File: src/rtl/reset_release_seq.sv
// reset_release_seq: synchronized iPreset release, stretch, then staggered domain release.
// Optional RSTSEQ_SWREQ_EN lets iSwReq re-run the sequence from RUN.
module reset_release_seq #(
  parameter int SYNC_STAGES = 2,
  parameter int STRETCH     = 16,
  parameter int GAP         = 2,
  parameter int NUM_DOM     = 4
) (
  input  logic               iClock,
  input  logic               iPreset,
  input  logic               iSwReq,
  input  logic               iHoldOff,
  output logic [NUM_DOM-1:0] oReset,
  output logic               oDone,
  output logic               oBusy
);

  localparam int CW = $clog2(STRETCH + 1);
  localparam int GW = $clog2(GAP + 1);

  typedef enum logic [2:0] {
    S_RST,
    S_SYNC,
    S_STRETCH,
    S_RELEASE,
    S_RUN
  } state_t;

  state_t state, state_d;

  logic [SYNC_STAGES-1:0] sync_q;
  logic [CW-1:0]          cnt_q, cnt_d;
  logic [GW-1:0]          gap_q, gap_d;
  logic [NUM_DOM-1:0]     rst_d;
  logic [NUM_DOM-1:0]     rst_shift;
  logic                   done_d;
  logic                   busy_d;
  logic                   sync_hit;
  logic                   sw_req;

`ifdef RSTSEQ_SWREQ_EN
  assign sw_req = iSwReq;
`else
  logic unused_swreq;
  assign unused_swreq = iSwReq;
  assign sw_req       = 1'b0;
`endif

  // Last stage becomes 1 on this edge
  assign sync_hit = sync_q[SYNC_STAGES-2];

  // Thermometer step: release the next domain
  always_comb begin
    rst_shift    = '0;
    rst_shift[0] = 1'b1;
    for (int i = 1; i < NUM_DOM; i++)
      rst_shift[i] = oReset[i-1];
  end

  always_comb begin
    state_d = state;
    cnt_d   = cnt_q;
    gap_d   = gap_q;
    rst_d   = oReset;
    done_d  = oDone;
    busy_d  = oBusy;
    unique case (state)
      S_RST: begin
        state_d = S_SYNC;
      end
      S_SYNC: begin
        if (sync_hit) begin
          state_d = S_STRETCH;
          cnt_d   = '0;
          busy_d  = 1'b1;
        end
      end
      S_STRETCH: begin
        if (cnt_q == CW'(STRETCH - 1)) begin
          rst_d = rst_shift;
          gap_d = '0;
          if (rst_shift[NUM_DOM-1]) begin
            state_d = S_RUN;
            done_d  = 1'b1;
            busy_d  = 1'b0;
          end else begin
            state_d = S_RELEASE;
          end
        end else begin
          cnt_d = cnt_q + 1'b1;
        end
      end
      S_RELEASE: begin
        if (!iHoldOff) begin
          if (gap_q == GW'(GAP - 1)) begin
            gap_d = '0;
            rst_d = rst_shift;
            if (rst_shift[NUM_DOM-1]) begin
              state_d = S_RUN;
              done_d  = 1'b1;
              busy_d  = 1'b0;
            end
          end else begin
            gap_d = gap_q + 1'b1;
          end
        end
      end
      S_RUN: begin
        if (sw_req) begin
          state_d = S_STRETCH;
          cnt_d   = '0;
          gap_d   = '0;
          rst_d   = '0;
          done_d  = 1'b0;
          busy_d  = 1'b1;
        end
      end
      default: begin
        state_d = S_RST;
        rst_d   = '0;
        done_d  = 1'b0;
        busy_d  = 1'b0;
      end
    endcase
  end

  always_ff @(posedge iClock or negedge iPreset) begin
    if (!iPreset) begin
      state  <= S_RST;
      sync_q <= '0;
      cnt_q  <= '0;
      gap_q  <= '0;
      oReset <= '0;
      oDone  <= 1'b0;
      oBusy  <= 1'b0;
    end else begin
      state  <= state_d;
      sync_q <= {sync_q[SYNC_STAGES-2:0], 1'b1};
      cnt_q  <= cnt_d;
      gap_q  <= gap_d;
      oReset <= rst_d;
      oDone  <= done_d;
      oBusy  <= busy_d;
    end
  end

endmodule

File: config.mk
export PLATFORM = sky130hd
export DESIGN_NAME = reset_release_seq
export DESIGN_NICKNAME = d
export VERILOG_FILES = /design/src/rtl/reset_release_seq.sv
export SDC_FILE = /design/constraint.sdc
export NUM_CORES = 1
export LEC_CHECK = 0
export CELL_PAD_IN_SITES_DETAIL_PLACEMENT = 1
export CELL_PAD_IN_SITES_GLOBAL_PLACEMENT = 2
export CORE_ASPECT_RATIO = 0.8
export CORE_MARGIN = 2
export CORE_UTILIZATION = 35
export DETAILED_ROUTE_END_ITERATION = 16
export PLACE_DENSITY_LB_ADDON = 0.1
export SLEW_MARGIN = 30
export SYNTH_ARGS = -nofsm -noshare
export SYNTH_HDL_FRONTEND = slang
export SYNTH_SLANG_ARGS = --single-unit
File: constraint.sdc
create_clock -name iClock -period 3.5 [get_ports iClock]
set_input_delay 1.05 -clock iClock [delete_from_list [all_inputs] [get_ports iClock]]
set_output_delay 1.05 -clock iClock [all_outputs]
set_load 0.02 [all_outputs]
# Yosys cells after proc, flatten, opt, wreduce, memory -nomap -nowiden
# Cells that the tools add are included.
dict set report totals {
  regBits 17
  input_bits 4
  out_inout_bits 6
  elab_cells 63
}
dict set report classes {
  add_sub_neg 2
  n_eq_ne 12
  mux 29
  bitwise_logic 3
  reduce_logical 10
}
# op n
set ops {}
lappend ops {{two-way mux 3 bit} 6}
lappend ops {{case mux 3 bit (5 select lines)} 1}
lappend ops {{two-way mux 4 bit} 3}
lappend ops {{!= test 2 bit (second input constant)} 6}
lappend ops {{case mux 4 bit (3 select lines)} 1}
lappend ops {{two-way mux 5 bit} 2}
lappend ops {{case mux 5 bit (2 select lines)} 1}
lappend ops {{two-way mux 1 bit} 9}
lappend ops {{equality test 3 x 2 -> 1 bit (second input constant)} 2}
lappend ops {{two-way mux 2 bit} 3}
lappend ops {{AND reduction 3 bit} 2}
lappend ops {{AND reduction 6 bit} 1}
lappend ops {{adder 5 x 1 -> 5 bit (second input constant)} 1}
lappend ops {{equality test 5 x 4 -> 1 bit (second input constant)} 1}
lappend ops {{AND reduction 5 bit} 1}
lappend ops {{case mux 1 bit (4 select lines)} 1}
lappend ops {{case mux 2 bit (2 select lines)} 1}
lappend ops {{AND reduction 4 bit} 1}
lappend ops {{nonzero test 2 bit} 2}
lappend ops {{equality test 3 x 1 -> 1 bit (second input constant)} 1}
lappend ops {{equality test 3 bit (second input constant)} 1}
lappend ops {{logical NOT 3 bit} 1}
lappend ops {{inverter 1 bit} 3}
lappend ops {{case mux 1 bit (3 select lines)} 1}
lappend ops {{other kinds (4)} 4}

# Longest topological paths before layout
# Gate-level depths: netlist of run 1.
dict set report depth {
  depth_word 4
  depth_mapped 6
  ltp_nobuf 6
}

# Worst setup path before layout of run 1
# No wires, ideal clock.
dict set report synth_path {
  kind {flip-flop to flip-flop}
  start {register cnt_q[0]}
  end {register cnt_q[1]}
  setup_ps 121
  arrival_ps 1781
  required_time_ps 3379
  setup_slack_ps 1598
  stages_incl_launch_ff 7
  n_path_buf 0
  synth_period_minus_slack_ps 1902
  path_cell_list {dfrtp_1 ha_1 and3_1 ha_1 or4b_4 and2_4 a22o_1}
}
dict set report synth_between {
  elab_chain_len 3
  elab_cells_between_ends 6
  classes_between {1 x add/sub; 2 x eq/ne; 2 x mux; 1 x reduce/logical}
}
# element line_no
set synth_rtl {}
lappend synth_rtl {{from (decl)} 32} ;# logic [CW-1:0] cnt_q, cnt_d;
lappend synth_rtl {{from (signal assigned)} 139} ;# cnt_q <= cnt_d;
lappend synth_rtl {{adder 5 x 1 -> 5 bit or equality test 5 x 4 -> 1 bit (tied branches)} {90, 79}}
lappend synth_rtl {{two-way mux 5 bit or != test 2 bit (tied branches)} --}
lappend synth_rtl {{case mux 5 bit (2 select lines) or AND reduction 3 bit (tied branches)} --}
# Several ways; a longest one is shown, not always the timed one. The select of a mux whose other input is x is not followed.
# A chain may end at the register's enable or synchronous reset.

# Worst setup path in the final report of run 1
dict set report layout_path {
  start {register oReset[2]}
  end {output oReset[2]}
}
# element line_no
set layout_rtl {}
lappend layout_rtl {{from (decl)} 13} ;# output logic [NUM_DOM-1:0] oReset,
lappend layout_rtl {{from (signal assigned)} 141} ;# oReset <= rst_d;
# No word-level cell between the ends.

==> flow_metrics.env, run 1 <==
export IMPL_run_status="complete, no violations"
export IMPL_global_route_wire_length_before_repair_mm=3.15
export IMPL_post_layout_total_power_uw=793
export IMPL_min_period_over_period_pct=69.1
export IMPL_layout_nets=96
export IMPL_grt_max_degree=18
export IMPL_synth_area_per_cell_um2=11.0
export IMPL_io_pins=10
export IMPL_drc=0
export IMPL_power_density_nw_per_um2=800
export IMPL_number_of_sinks_on_the_clock_net=17
export IMPL_overall_via_count_from_detail_route=633
export IMPL_hold_path_class="reg2reg"
export IMPL_synthDistinctLibCells=35
export IMPL_root_driver="clkbuf_4"
export IMPL_clkLatencyLatePin_ns=0.29
export IMPL_cap_viol_max_count=0
export IMPL_clk_pin_slew_ns=0.09
export IMPL_fp_dieArea_um2=2900
export IMPL_multi_input_area_um2=410
export IMPL_timing_final_hold_violations=0
export IMPL_detail_route_wirelength_mm=1.85
export IMPL_grt_setup_unrepaired="false"
export IMPL_crit_path_leading_delay_family="buffers and inverters"
export IMPL_dpl_hpwl_mm=1.33
export IMPL_crit_path_kind="reg2out"
export IMPL_combinationalPowerShare_pct=42.4
export IMPL_synth_ff_latch_count=17
export IMPL_floorplan_die_width_um=59.7
export IMPL_row_count=16
export IMPL_synth_edff_count=0
export IMPL_mappedNetlistArea_um2=870
export IMPL_clock_power_share_pct=13.1
export IMPL_groute_usage_overall_pct=14.6
export IMPL_critical_path_start_type="flip-flop"
export IMPL_critical_path_slowest_stage_cell="clkdlybuf4s50_1"
export IMPL_drt_vias_per_instance=5.46
export IMPL_fillers=286
export IMPL_critPathMaxFanout=6
export IMPL_seq_pwr_share_pct=44.4
export IMPL_ir_worst_vdd_mv=0.294
export IMPL_cts_tree="yes"
export IMPL_synth_net_count=85
export IMPL_initial_utilization_pct=36.2
export IMPL_power_switching_uw=306
export IMPL_sw_frac_of_total_pct=38.6
export IMPL_path_buf_inv=1
export IMPL_critical_path_arrival_ns=1.37
export IMPL_areaGrowthSynthToFinish_pct=14.0
export IMPL_first_pass_iters=4
export IMPL_cp_cell_sequence="clkdlybuf4s50_1"
export IMPL_synth_warnings=0
export IMPL_fin_tns_setup_ns=0
export IMPL_drt_antenna_net_count=0
export IMPL_layout_cells_most_common_list="17 x dfrtp_1, 10 x o21ai_0, 8 x clkdlybuf4s50_1"
export IMPL_place_congestion=0.711
export IMPL_ctsHtreeMaxLevel=1
export IMPL_avgRoutedWirePerCell_um=16.0
export IMPL_post_route_min_period_ns=2.42
export IMPL_post_cts_hold_buffer_count=0
export IMPL_cp_required_ns=2.45
export IMPL_grt_overflow_total=0
export IMPL_die_height_um=48.6
export IMPL_fmax_ghz=0.414
export IMPL_power_static_leakage_uw=0.000426
export IMPL_postSynthCellCount=79
export IMPL_internal_power_uw=487
export IMPL_antenna_found_initial=0
export IMPL_final_seq_area_um2=425
export IMPL_count_of_buffers_inserted_at_the_top_level_ports=8
export IMPL_drive_above_1_share_pct=14.6
export IMPL_detail_route_iter0_violations=18
export IMPL_cts_resized=0
export IMPL_preCtsSetupSlack_ns=0.965
export IMPL_first_global_vias=654
export IMPL_most_common_cell_after_layout_fill_and_taps_aside="dfrtp_1"
export IMPL_crit_path_max_incr_delay_ns=0.64
export IMPL_postCtsSetupBuffers=0
export IMPL_clk_path_buf_depth=2
export IMPL_synth_flop_cell="dfrtp_1"
export IMPL_synth_async_reset_ratio_pct=100
export IMPL_cts_buffers=3
export IMPL_postLayoutSetupSlackWorst_ns=1.08
export IMPL_timing_critical_path_to_type="primary output"
export IMPL_seq_area_frac_synth_pct=48.9
export IMPL_insertedDiodeCount=0
export IMPL_final_setup_violation_count=0
export IMPL_slew_headroom_pct=47.5
export IMPL_total_count_of_max_transition_violations_in_the_final_report=0
export IMPL_worst_slew_pin_transition_ns=0.786
export IMPL_post_route_skew_ns=0.0102
export IMPL_core_box_area_um2=2400
==> synth_stat cells (2+ instances only) <==
cell | count | area, µm²
mux2i_1 | 2 | 20.0
and3_1 | 2 | 12.5
a32o_1 | 2 | 20.0
ha_1 | 2 | 25.0
a22o_1 | 3 | 26.3
o21ai_0 | 10 | 50.1
o21a_1 | 2 | 15.0
nor2_1 | 4 | 15.0
nand2_1 | 6 | 22.5
dfrtp_1 | 17 | 425
nor2b_1 | 2 | 12.5
inv_1 | 4 | 15.0
==> final cells by class <==
class | count | area share, %
Sequential cell | 17 | 42.9
Multi-Input combinational cell | 56 | 41.4
Timing Repair Buffer | 8 | 8.08
Tap cell | 27 | 3.41
Clock buffer | 4 | 2.65
Inverter | 4 | 1.52
==> flip-flops by register name, summed over array words and instances (netlist names) <==
| name | count |
|---|---|
| cnt_q | 5 |
| oReset | 4 |
| state | 3 |
| gap_q | 2 |
| oBusy | 1 |
| oDone | 1 |
| sync_q | 1 |
==> cell families after synthesis <==
| group | synth area share (%) |
|---|---|
| adder cells (fa/ha/maj) | 2.88 |
| AO/OA/AOI/OAI | 19.7 |
| flip-flops | 48.9 |
| other | 0.431 |
| AND/OR/NAND/NOR | 21.9 |
| buffers and inverters | 3.88 |
| multiplexers | 2.30 |
==> final timing paths <==
path	startpoint	to	slack [ns]	cells after the start
min in group asynchronous	iPreset	gap_q[0]	1.20	1
min reg2reg	cnt_q[3]	cnt_q[3]	0.49	1
min	cnt_q[3]	cnt_q[3]	0.49	1
max	oReset[2]	oReset[2]	1.08	1
max reg2reg	cnt_q[0]	cnt_q[1]	1.41	6
max in group asynchronous	iPreset	cnt_q[2]	1.80	1
==> through the flow <==
step,util (%),hold WS [ns],cell area (µm²),instances
final,41.3,0.490,991,116
after global routing,41.3,0.512,991,116
after CTS,41.3,0.487,991,116
after detailed placement,40.2,0.474,965,112
after global placement,40.2,0.466,965,112
after floorplan,-,0.437,870,79
==> routing by layer <==
layer / GRT usage [%] / wire (µm)
met3: 6.15 / 90
met5: 0 / 0
met1: 22.1 / 1020
met2: 19.6 / 745
met4: 2.22 / 0
==> power groups by stage <==
stage                     logic, µW  registers [µW]  clock network [µW]
after floorplan                 220             356                   0
after global placement          332             353                   0
after detailed placement        338             356                   0
after CTS                       341             353                 109
final                           336             352                 104
after global routing            373             365                 119
No activity file was read; power rests on OpenSTA's default activity.
==> run 2: changes to the inputs <==
- clock period: 3.5 -> 2.5 ns (I/O delays scaled with it)
==> run 2 against run 1 <==
Net effect: setup slack got worse by 0.71 ns; die area unchanged; final area increased by 0.76%; clock power increased by 38%; largest power group unchanged; highest routed layer is now met4.
==> flow_metrics.env, run 2 (synthesis gave the netlist of run 1 again) <==
export IMPL_worst_hold_margin_ns=0.493
export IMPL_dpl_hpwl_mm=1.33
export IMPL_groute_usage_overall_pct=15.0
export IMPL_total_count_of_max_transition_violations_in_the_final_report=0
export IMPL_hold_path_class="reg2reg"
export IMPL_hold_path_startpoint="cnt_q[3]"
export IMPL_first_pass_iters=4
export IMPL_launching_element_of_the_worst_setup_path="oReset[2]"
export IMPL_post_cts_hold_buffer_count=0
export IMPL_crit_path_kind="reg2out"
export IMPL_avgRoutedWirePerCell_um=16.4
export IMPL_regToRegStartpoint="cnt_q[0]"
export IMPL_layout_nets=97
export IMPL_most_common_cell_after_layout_fill_and_taps_aside="dfrtp_1"
export IMPL_core_box_area_um2=2400
export IMPL_ir_worst_vdd_mv=0.412
export IMPL_post_route_skew_ns=0.0112
export IMPL_io_pins=10
export IMPL_overall_via_count_from_detail_route=635
export IMPL_cap_viol_max_count=0
export IMPL_number_of_sinks_on_the_clock_net=17
export IMPL_initial_utilization_pct=36.2
export IMPL_timing_critical_path_to_type="primary output"
export IMPL_post_route_min_period_ns=2.13
export IMPL_drt_vias_per_instance=5.43
export IMPL_insertedDiodeCount=0
export IMPL_die_height_um=48.6
export IMPL_detail_route_iter0_violations=21
export IMPL_areaGrowthSynthToFinish_pct=14.8
export IMPL_count_of_buffers_inserted_at_the_top_level_ports=8
export IMPL_clk_pin_slew_ns=0.08
export IMPL_cp_cell_sequence="clkdlybuf4s50_1"
export IMPL_root_driver="clkbuf_4"
export IMPL_fin_tns_setup_ns=0
export IMPL_cp_required_ns=1.75
export IMPL_power_density_nw_per_um2=1110
export IMPL_crit_path_leading_delay_family="buffers and inverters"
export IMPL_largest_register_ff_count=5
export IMPL_clk_path_buf_depth=2
export IMPL_final_setup_violation_count=0
export IMPL_floorplan_die_width_um=59.7
export IMPL_layout_top_registers="cnt_q: 5 flops, oReset: 4 flops, state: 3 flops"
export IMPL_postLayoutSetupSlackWorst_ns=0.370
export IMPL_cts_resized=0
export IMPL_fmax_ghz=0.470
export IMPL_drive_above_1_share_pct=15.6
export IMPL_crit_end="oReset[2]"
export IMPL_crit_reg2reg_capture="oReset[2]"
export IMPL_cts_tree="yes"
export IMPL_preCtsSetupSlack_ns=0.273
export IMPL_drc=0
export IMPL_run_status="complete, no violations"
export IMPL_layout_cells_most_common_list="17 x dfrtp_1, 10 x o21ai_0, 8 x clkdlybuf4s50_1"
export IMPL_ff2ff_path_depth=6
export IMPL_postCtsSetupBuffers=0
export IMPL_critical_path_slowest_stage_cell="clkdlybuf4s50_1"
export IMPL_path_depth=1
export IMPL_place_congestion=0.710
export IMPL_clkLatencyLatePin_ns=0.29
export IMPL_first_global_vias=675
export IMPL_min_period_over_period_pct=85.2
export IMPL_timing_reg2reg_setup_slack_ns=0.45
export IMPL_critical_path_start_type="flip-flop"
export IMPL_ctsHtreeMaxLevel=1
export IMPL_global_route_wire_length_before_repair_mm=3.28
export IMPL_critPathMaxFanout=6
export IMPL_cts_buffers=3
export IMPL_post_layout_total_power_uw=1110
export IMPL_grt_max_degree=18
export IMPL_critical_path_arrival_ns=1.38
export IMPL_crit_path_max_incr_delay_ns=0.64
export IMPL_drt_antenna_net_count=0
export IMPL_fp_dieArea_um2=2900
export IMPL_power_static_leakage_uw=0.000431
export IMPL_detail_route_wirelength_mm=1.92
export IMPL_timing_final_hold_violations=0
export IMPL_row_count=16
export IMPL_path_buf_inv=1
export IMPL_grt_overflow_total=0
export IMPL_largest_register="cnt_q"
export IMPL_grt_setup_unrepaired="false"
export IMPL_antenna_found_initial=0
run 2: changes by cell type in the layout (fill, tap and decap cells not counted), sizes merged:
| cell | delta |
|---|---|
| buf | +1 |
run 2: layout make-up:
type                            count  area [µm²]
Fill cell                         280        1400
Clock buffer                        4        26.3
Inverter                            4        15.0
Multi-Input combinational cell     56         410
Tap cell                           27        33.8
Timing Repair Buffer                9        87.6
Sequential cell                    17         425
run 2: per-stage QoR:
stage	instance area (µm²)	std cells	util, %
floorplan	870	79	-
global placement	972	113	40.5
detailed placement	972	113	40.5
CTS	998	117	41.6
global route	998	117	41.6
finish	998	117	41.6
run 2: how the worst min path moves through the flow:
stage | end | cells after the start
6_report | cnt_q[3] | 1
5_1_grt | oReset[3] | 1
4_1_cts | cnt_q[3] | 1
3_5_place_dp | cnt_q[3] | 1
3_3_place_gp | cnt_q[3] | 1
2_1_floorplan | cnt_q[3] | 1
run 2: metal layers:
layer | vias up | GRT usage, % | share of wire, %
met2 | 8 | 19.9 | 39
met4 | 0 | 1.11 | 0.52
met3 | 2 | 5.61 | 3.2
met1 | 312 | 24.0 | 58
met5 | - | 0 | 0
li1 | 313 | - | -
run 2: where the power goes:
| part | switching, µW | total [µW] | internal, µW |
|---|---|---|---|
| clock | 81.2 | 143 | 62.0 |
| sequential | 127 | 497 | 369 |
| combinational | 222 | 472 | 251 |
==> run 3: changes to the inputs <==
- HOLD_SLACK_MARGIN: unset -> 0.06
==> results of run 3 <==
Same layout as run 2: the final DEF is identical, and so are final timing and power.
